===== config.mk =====
export PLATFORM = sky130hd
export DESIGN_NAME = alu_exec_stage
export DESIGN_NICKNAME = d
export VERILOG_FILES = /design/src/rtl/alu_exec_stage.sv
export SDC_FILE = /design/constraint.sdc
export NUM_CORES = 1
export LEC_CHECK = 0
export CELL_PAD_IN_SITES_DETAIL_PLACEMENT = 0
export CELL_PAD_IN_SITES_GLOBAL_PLACEMENT = 1
export CORE_MARGIN = 2
export CORE_UTILIZATION = 43
export DETAILED_ROUTE_END_ITERATION = 10
export PLACE_DENSITY_LB_ADDON = 0.3
export RECOVER_POWER = 50
export SLEW_MARGIN = 20
export SYNTH_ARGS = -nofsm -noshare
export SYNTH_HDL_FRONTEND = slang
export SYNTH_SLANG_ARGS = --single-unit

===== constraint.sdc =====
create_clock -name clk -period 4.3 [get_ports clk]
set_input_delay 0.86 -clock clk [delete_from_list [all_inputs] [get_ports clk]]
set_output_delay 0.86 -clock clk [all_outputs]
set_load 0.03 [all_outputs]

===== src/rtl/alu_exec_stage.sv =====
// Multi-cycle ALU execute stage: single-cycle ALU ops plus bit-serial shifts,
// with a valid/ready handshake on both sides.
module alu_exec_stage #(
    parameter int DATA_W = 32
) (
    input  logic              clk,
    input  logic              reset_n,
    input  logic              flush,
    input  logic              in_valid,
    output logic              in_ready,
    input  logic [3:0]        alu_ctrl,
    input  logic [DATA_W-1:0] a,
    input  logic [DATA_W-1:0] b,
    input  logic [4:0]        shamt,
    output logic              out_valid,
    input  logic              out_ready,
    output logic [DATA_W-1:0] result,
    output logic              zero,
    output logic              overflow
);

    typedef enum logic [1:0] {
        IDLE  = 2'd0,
        SHIFT = 2'd1,
        DONE  = 2'd2
    } state_t;

    localparam logic [1:0] KIND_SLL = 2'd0;
    localparam logic [1:0] KIND_SRL = 2'd1;
    localparam logic [1:0] KIND_SRA = 2'd2;

    state_t            state;
    state_t            state_nxt;
    logic [DATA_W-1:0] acc;
    logic [4:0]        cnt;
    logic [1:0]        kind;

    logic              is_shift;
    logic [4:0]        amt;
    logic [1:0]        kind_in;
    logic [DATA_W-1:0] eval_res;
    logic              eval_ovf;
    logic [DATA_W-1:0] step_res;

    // Non-shift ALU evaluation; returns {overflow, result}.
    function automatic logic [DATA_W:0] alu_eval(input logic [3:0]        ctrl,
                                                 input logic [DATA_W-1:0] op_a,
                                                 input logic [DATA_W-1:0] op_b);
        logic signed [DATA_W-1:0] sa;
        logic signed [DATA_W-1:0] sb;
        logic signed [DATA_W-1:0] sr;
        logic                     ovf;
        sa  = $signed(op_a);
        sb  = $signed(op_b);
        sr  = '0;
        ovf = 1'b0;
        case (ctrl)
            4'h7: sr = $signed({op_b[15:0], 16'h0000});
            4'h8: begin
                sr  = sa + sb;
                ovf = (sa[DATA_W-1] == sb[DATA_W-1]) && (sr[DATA_W-1] != sa[DATA_W-1]);
            end
            4'h9: begin
                sr  = sa - sb;
                ovf = (sa[DATA_W-1] != sb[DATA_W-1]) && (sr[DATA_W-1] != sa[DATA_W-1]);
            end
            4'hA: sr = sa & sb;
            4'hB: sr = sa | sb;
            4'hC: sr = sa ^ sb;
            4'hD: sr = ~(sa | sb);
            4'hE: sr = $signed({{(DATA_W-1){1'b0}}, (sa < sb)});
            4'hF: sr = $signed({{(DATA_W-1){1'b0}}, (op_a < op_b)});
            default: sr = '0;
        endcase
        return {ovf, sr};
    endfunction

    function automatic logic [DATA_W-1:0] shift_one(input logic [DATA_W-1:0] v,
                                                    input logic [1:0]        k);
        logic [DATA_W-1:0] r;
        case (k)
            KIND_SRL: r = {1'b0, v[DATA_W-1:1]};
            KIND_SRA: r = {v[DATA_W-1], v[DATA_W-1:1]};
            default:  r = {v[DATA_W-2:0], 1'b0};
        endcase
        return r;
    endfunction

    always_comb begin
        is_shift = (alu_ctrl != 4'h0) && (alu_ctrl <= 4'h6);
        amt      = alu_ctrl[2] ? a[4:0] : shamt;
        case (alu_ctrl)
            4'h2, 4'h5: kind_in = KIND_SRL;
            4'h3, 4'h6: kind_in = KIND_SRA;
            default:    kind_in = KIND_SLL;
        endcase
        // A shift by zero completes immediately with b passed through.
        if (is_shift) begin
            eval_res = b;
            eval_ovf = 1'b0;
        end else begin
            {eval_ovf, eval_res} = alu_eval(alu_ctrl, a, b);
        end
        step_res = shift_one(acc, kind);
    end

    always_ff @(posedge clk or negedge reset_n) begin
        if (!reset_n) begin
            state <= IDLE;
        end else begin
            state <= state_nxt;
        end
    end

    always_comb begin
        state_nxt = state;
        case (state)
            IDLE: begin
                if (in_valid) begin
                    state_nxt = (is_shift && (amt != 5'd0)) ? SHIFT : DONE;
                end
            end
            SHIFT: begin
                if (cnt <= 5'd1) begin
                    state_nxt = DONE;
                end
            end
            DONE: begin
                if (out_ready) begin
                    state_nxt = IDLE;
                end
            end
            default: state_nxt = IDLE;
        endcase
        if (flush) begin
            state_nxt = IDLE;
        end
    end

    always_comb begin
        in_ready  = (state == IDLE);
        out_valid = (state == DONE);
    end

    always_ff @(posedge clk or negedge reset_n) begin
        if (!reset_n) begin
            acc      <= '0;
            cnt      <= '0;
            kind     <= KIND_SLL;
            result   <= '0;
            zero     <= 1'b0;
            overflow <= 1'b0;
        end else if (flush) begin
            acc      <= '0;
            cnt      <= '0;
            result   <= '0;
            zero     <= 1'b0;
            overflow <= 1'b0;
        end else begin
            case (state)
                IDLE: begin
                    if (in_valid) begin
                        if (is_shift && (amt != 5'd0)) begin
                            acc  <= b;
                            cnt  <= amt;
                            kind <= kind_in;
                        end else begin
                            result   <= eval_res;
                            zero     <= (eval_res == '0);
                            overflow <= eval_ovf;
                        end
                    end
                end
                SHIFT: begin
                    acc <= step_res;
                    cnt <= cnt - 5'd1;
                    if (cnt <= 5'd1) begin
                        result   <= step_res;
                        zero     <= (step_res == '0);
                        overflow <= 1'b0;
                    end
                end
                default: begin
                end
            endcase
        end
    end

endmodule


==> results_tabular.tex <==
\begin{tabular}{lr}
\hline
Metric & Value \\
\hline
\multicolumn{2}{l}{\textbf{Min path}} \\
Worst hold-check path type & reg -> reg \\
Cell depth of the worst hold path & 1 \\
Launch instance of the worst min-delay path & result[7] \\
Destination of the worst hold path & result[7] \\
\multicolumn{2}{l}{\textbf{Synthesis}} \\
Dominant combinational cell family by area after synthesis & compound AO/OA/AOI/OAI gates \\
Compound-Gate Fraction of Synth Area & 0.370 \\
Synthesis-stage register bit count & 75 \\
Synth Flop Type & sky130\_fd\_sc\_hd\_\_dfrtp\_1 \\
XOR/XNOR share of the synthesized area & 0.00908 \\
Sequential area share after synthesis & 0.177 \\
Post-Synth Adder-Cell Area & 0.133 \\
Area share of and/or/nand/nor cells after synthesis & 0.213 \\
Post-synthesis average cell area & 7.43 um\^{}2 \\
EDFF count, synth & 0 \\
Syn Std Cell Area & 10,600 um\^{}2 \\
Count of unique library cells instantiated by Yosys & 90 \\
Multiplexer area fraction after synthesis & 0.0220 \\
FFs w/ async S/R, synth & 1.00 \\
Synth Instances & 1,429 \\
Yosys warns & 0 \\
Net count after synthesis & 1,619 \\
\multicolumn{2}{l}{\textbf{Drt}} \\
Total vias in the final route & 13.6k \\
Number of routed nets with antenna violations & 0 \\
Routed wire length on met3 & 5120 um \\
Number of design-rule violations left by the first detailed-router iteration & 1,896 \\
DRC violations left & 0 \\
Highest signal layer in the routed design & met5 \\
Total routed wirelength & 51,100 um \\
WL met2 & 22,300 um \\
Detailed-route wire length on metal 1 & 22,000 um \\
Routed WL per cell & 23.6 um \\
Routed vias/inst & 6.27 \\
Number of optimization iterations in the first detailed-route pass & 6 \\
\multicolumn{2}{l}{\textbf{Power and ir drop}} \\
Cell leakage power & 7.21 nW \\
Design internal power & 2.19 mW \\
Portion of total power attributed to the clock network & 0.199 \\
Share of total power in combinational logic & 0.568 \\
Relative contribution of sequential cells to total power & 0.233 \\
Switching power & 1.61 mW \\
Switching share of power & 0.423 \\
Pwr/cell area & 243 nW/um\^{}2 \\
Largest vdd supply drop & 310 uV \\
\multicolumn{2}{l}{\textbf{Placed design}} \\
Total of buffers placed on input and output ports & 113 \\
RD Place Congestion & 1.03 \\
Estimated wirelength of the detail-placed design & 40,700 um \\
Area of placed instances & 14,700 um\^{}2 \\
\multicolumn{2}{l}{\textbf{Global routing}} \\
Global-route wire length before repair & 76,100 um \\
Number of antenna violations at the first check in global routing & 1 \\
Maximum number of pins on one net before global-route repair & 76 \\
Overall routing resource usage & 0.382 \\
Overall overflow remaining after global route & 0 \\
Vias in the first global route & 12.7k \\
\multicolumn{2}{l}{\textbf{Cells and area}} \\
Core utilization of the finished layout & 0.645 \\
Count of inserted antenna diode cells & 0 \\
Synthesis-to-finish area growth & 47.3\% \\
Total non-filler cell area in the finished layout & 15,600 um\^{}2 \\
Share of post-route cells with drive strength above 1 & 0.298 \\
Number of nets in the layout & 2,028 \\
Layout fillers & 2,237 \\
\multicolumn{2}{l}{\textbf{STA}} \\
Slew of the pin with the lowest slew margin & 1.87 ns \\
Final count of hold timing violations & 0 \\
Clock period minus final worst setup slack & 4.24 ns \\
Fmax & 236 MHz \\
Post-route clock skew & 0.00867 ns \\
Setup-failing EPs final & 0 \\
Share of the clock period used by the worst path & 0.987 \\
Worst-case hold slack & 0.471 ns \\
Remaining max-slew budget at the tightest pin & -0.250 \\
Max-slew violation count & 76 \\
Setup tns final & 0 ns \\
\multicolumn{2}{l}{\textbf{Die}} \\
Number of top-level pins & 114 \\
Die Wd & 161 um \\
Number of rows created at floorplan & 57 \\
Core area & 24,200 um\^{}2 \\
Height of the die & 161 um \\
Starting density of the core & 0.438 \\
Area enclosed by the die boundary & 26,000 um\^{}2 \\
\multicolumn{2}{l}{\textbf{Run}} \\
Number of maximum-capacitance constraint violations & 1 \\
\multicolumn{2}{l}{\textbf{Clock tree}} \\
Num CTS Buffers & 9 \\
Longest Clk Path Bufs & 2 \\
Clock H-tree levels & 3 \\
Clk Latency, worst-skew pair & 0.34 ns \\
Register clock-pin slew on the reported worst setup and hold paths & 0.06 ns \\
Num Clock Sinks & 75 \\
CTS Root Buffer Type & sky130\_fd\_sc\_hd\_\_clkbuf\_16 \\
CTS tree & done \\
Count of hold buffers inserted by post-cts repair & 0 \\
\multicolumn{2}{l}{\textbf{Setup path}} \\
Type of origin of the critical path & primary input \\
Depth of the worst register-to-register path & 14 \\
Arrival time at the worst endpoint & 4.49 ns \\
Setup slack, reg-to-reg & 0.30 ns \\
Critical R2R Launch & kind[0] \\
End of the worst register-to-register path & zero \\
Worst setup path startpoint & b[13] \\
Largest fanout of any net on the critical path & 4 \\
Type of the worst setup path & in -> reg \\
Required time at the endpoint of the critical path & 4.55 ns \\
Endpoint class of the critical path & flip-flop \\
\multicolumn{2}{l}{\textbf{Run status}} \\
Violations in the final reports & capacitance limit, slew limit \\
Result of the run & complete, but fails checks \\
\hline
\end{tabular}
==> layout by cell type, fill, tap and decap left out, types with 8 or more instances in the layout <==
cell type,count
sky130_fd_sc_hd__a211oi_1,24
sky130_fd_sc_hd__a21o_1,31
sky130_fd_sc_hd__a21oi_1,90
sky130_fd_sc_hd__a221oi_1,39
sky130_fd_sc_hd__a222oi_1,9
sky130_fd_sc_hd__a22o_1,17
sky130_fd_sc_hd__a22oi_1,10
sky130_fd_sc_hd__a31oi_1,12
sky130_fd_sc_hd__and2_1,8
sky130_fd_sc_hd__buf_4,375
sky130_fd_sc_hd__clkbuf_16,9
sky130_fd_sc_hd__clkdlybuf4s50_1,81
sky130_fd_sc_hd__dfrtp_1,75
sky130_fd_sc_hd__dlygate4sd3_1,17
sky130_fd_sc_hd__ha_1,92
sky130_fd_sc_hd__ha_4,13
sky130_fd_sc_hd__inv_1,88
sky130_fd_sc_hd__inv_2,10
sky130_fd_sc_hd__mux2i_1,20
sky130_fd_sc_hd__nand2_1,150
sky130_fd_sc_hd__nand2b_1,8
sky130_fd_sc_hd__nand3_1,19
sky130_fd_sc_hd__nand4_1,12
sky130_fd_sc_hd__nor2_1,123
sky130_fd_sc_hd__nor2b_1,12
sky130_fd_sc_hd__nor3_1,41
sky130_fd_sc_hd__nor4_1,9
sky130_fd_sc_hd__o211ai_1,15
sky130_fd_sc_hd__o21a_1,10
sky130_fd_sc_hd__o21ai_0,62
sky130_fd_sc_hd__o21bai_1,11
sky130_fd_sc_hd__o22ai_1,17
sky130_fd_sc_hd__o31ai_1,30
sky130_fd_sc_hd__o41ai_1,35
sky130_fd_sc_hd__or2_2,9
sky130_fd_sc_hd__xnor2_1,9
==> registers in the layout, indices dropped and copies added, names as in the netlist <==
signal / flops
acc: 32
cnt: 5
kind: 2
overflow: 1
result: 32
state: 2
zero: 1
==> final cells by class <==
type / instances / area [um^2] / area share
well taps: 324 / 405 / 0.0259
clock inverters: 7 / 76.3 / 0.00488
clock buffers: 9 / 225 / 0.0144
inverters: 100 / 375 / 0.0240
repair buffers: 500 / 4110 / 0.263
flip-flops and latches: 75 / 1880 / 0.120
multi-input cells: 1152 / 8570 / 0.548
==> worst max-delay path: stages <==
cell	delay, ns
sky130_fd_sc_hd__clkdlybuf4s50_1	0.47
sky130_fd_sc_hd__buf_6	0.14
sky130_fd_sc_hd__inv_2	0.06
sky130_fd_sc_hd__ha_4	0.22
sky130_fd_sc_hd__buf_4	0.14
sky130_fd_sc_hd__buf_6	0.12
sky130_fd_sc_hd__o311a_1	0.34
sky130_fd_sc_hd__o41a_1	0.43
sky130_fd_sc_hd__a32oi_2	0.38
sky130_fd_sc_hd__a31oi_2	0.16
sky130_fd_sc_hd__a221oi_2	0.27
sky130_fd_sc_hd__o211ai_1	0.17
sky130_fd_sc_hd__nor4_2	0.32
sky130_fd_sc_hd__nand4_1	0.18
sky130_fd_sc_hd__o32ai_2	0.22
==> cell usage after synthesis, types with 8 or more instances <==
library cell / count / area (um^2)
sky130_fd_sc_hd__a211oi_1: 30 / 225
sky130_fd_sc_hd__a21o_1: 31 / 233
sky130_fd_sc_hd__a21oi_1: 97 / 485
sky130_fd_sc_hd__a221oi_1: 45 / 394
sky130_fd_sc_hd__a222oi_1: 9 / 90.1
sky130_fd_sc_hd__a22o_1: 17 / 149
sky130_fd_sc_hd__a22oi_1: 10 / 75.1
sky130_fd_sc_hd__a31oi_1: 17 / 106
sky130_fd_sc_hd__and2_1: 8 / 50.1
sky130_fd_sc_hd__buf_1: 10 / 37.5
sky130_fd_sc_hd__buf_2: 14 / 70.1
sky130_fd_sc_hd__clkbuf_1: 74 / 278
sky130_fd_sc_hd__dfrtp_1: 75 / 1880
sky130_fd_sc_hd__ha_1: 110 / 1380
sky130_fd_sc_hd__inv_1: 98 / 368
sky130_fd_sc_hd__mux2i_1: 20 / 200
sky130_fd_sc_hd__nand2_1: 150 / 563
sky130_fd_sc_hd__nand2b_1: 10 / 62.6
sky130_fd_sc_hd__nand3_1: 21 / 105
sky130_fd_sc_hd__nand4_1: 12 / 75.1
sky130_fd_sc_hd__nor2_1: 133 / 499
sky130_fd_sc_hd__nor2b_1: 15 / 93.8
sky130_fd_sc_hd__nor3_1: 46 / 230
sky130_fd_sc_hd__nor4_1: 14 / 87.6
sky130_fd_sc_hd__o211ai_1: 15 / 113
sky130_fd_sc_hd__o21a_1: 10 / 75.1
sky130_fd_sc_hd__o21ai_0: 71 / 355
sky130_fd_sc_hd__o21bai_1: 12 / 90.1
sky130_fd_sc_hd__o22ai_1: 17 / 106
sky130_fd_sc_hd__o31ai_1: 34 / 255
sky130_fd_sc_hd__o41ai_1: 36 / 315
sky130_fd_sc_hd__or2_2: 9 / 56.3
sky130_fd_sc_hd__xnor2_1: 9 / 78.8
==> layer usage <==
layer / up-vias / track usage
li1: 6244 / -
met1: 6443 / 0.535
met2: 786 / 0.592
met3: 107 / 0.0699
met4: 2 / 0.130
met5: - / 0
==> power by group through the flow <==
| stage | combinational, mW | sequential [mW] | clock (mW) |
|---|---|---|---|
| global placement | 1.97 | 0.894 | 0 |
| CTS | 2.04 | 0.886 | 0.761 |
| finish | 2.16 | 0.888 | 0.757 |
| detailed placement | 1.99 | 0.898 | 0 |
| global route | 2.29 | 0.898 | 0.793 |
| floorplan | 0.946 | 0.933 | 0 |
==> logic make-up (layout without fill, tap and decap cells) <==
| group | after synthesis | in the layout |
|---|---|---|
| AOI/OAI and AO/OA | 536 | 536 |
| DFF | 75 | 75 |
| muxes | 23 | 23 |
| and+or+nand+nor | 470 | 470 |
| adders and majority gates | 112 | 112 |
| xor gates and xnor gates | 11 | 11 |
| buffers and inverters | 202 | 616 |
==> metrics by stage <==
step | instances | setup WS, ns | power, mW
2_1_floorplan | 1429 | 0.363 | 1.88
3_3_place_gp | 2141 | -0.617 | 2.87
3_5_place_dp | 2141 | -0.665 | 2.88
4_1_cts | 2160 | -0.0242 | 3.69
5_1_grt | 2167 | -0.0420 | 3.98
6_report | 2167 | 0.0579 | 3.80
==> worst max-delay path by stage <==
stage / end / cells after the start
2_1_floorplan: zero / 14
3_3_place_gp: zero / 16
3_5_place_dp: zero / 16
4_1_cts: zero / 17
5_1_grt: zero / 17
6_report: zero / 15
==> timing repair <==
item,in CTS,in global routing
setup endpoints to repair,7,9
buffers inserted,3,7
resized for setup,57,86
pin swaps,16,36
endpoints found under the hold margin,0,0
cloned,0,0
(Power assumes the default switching activity.)
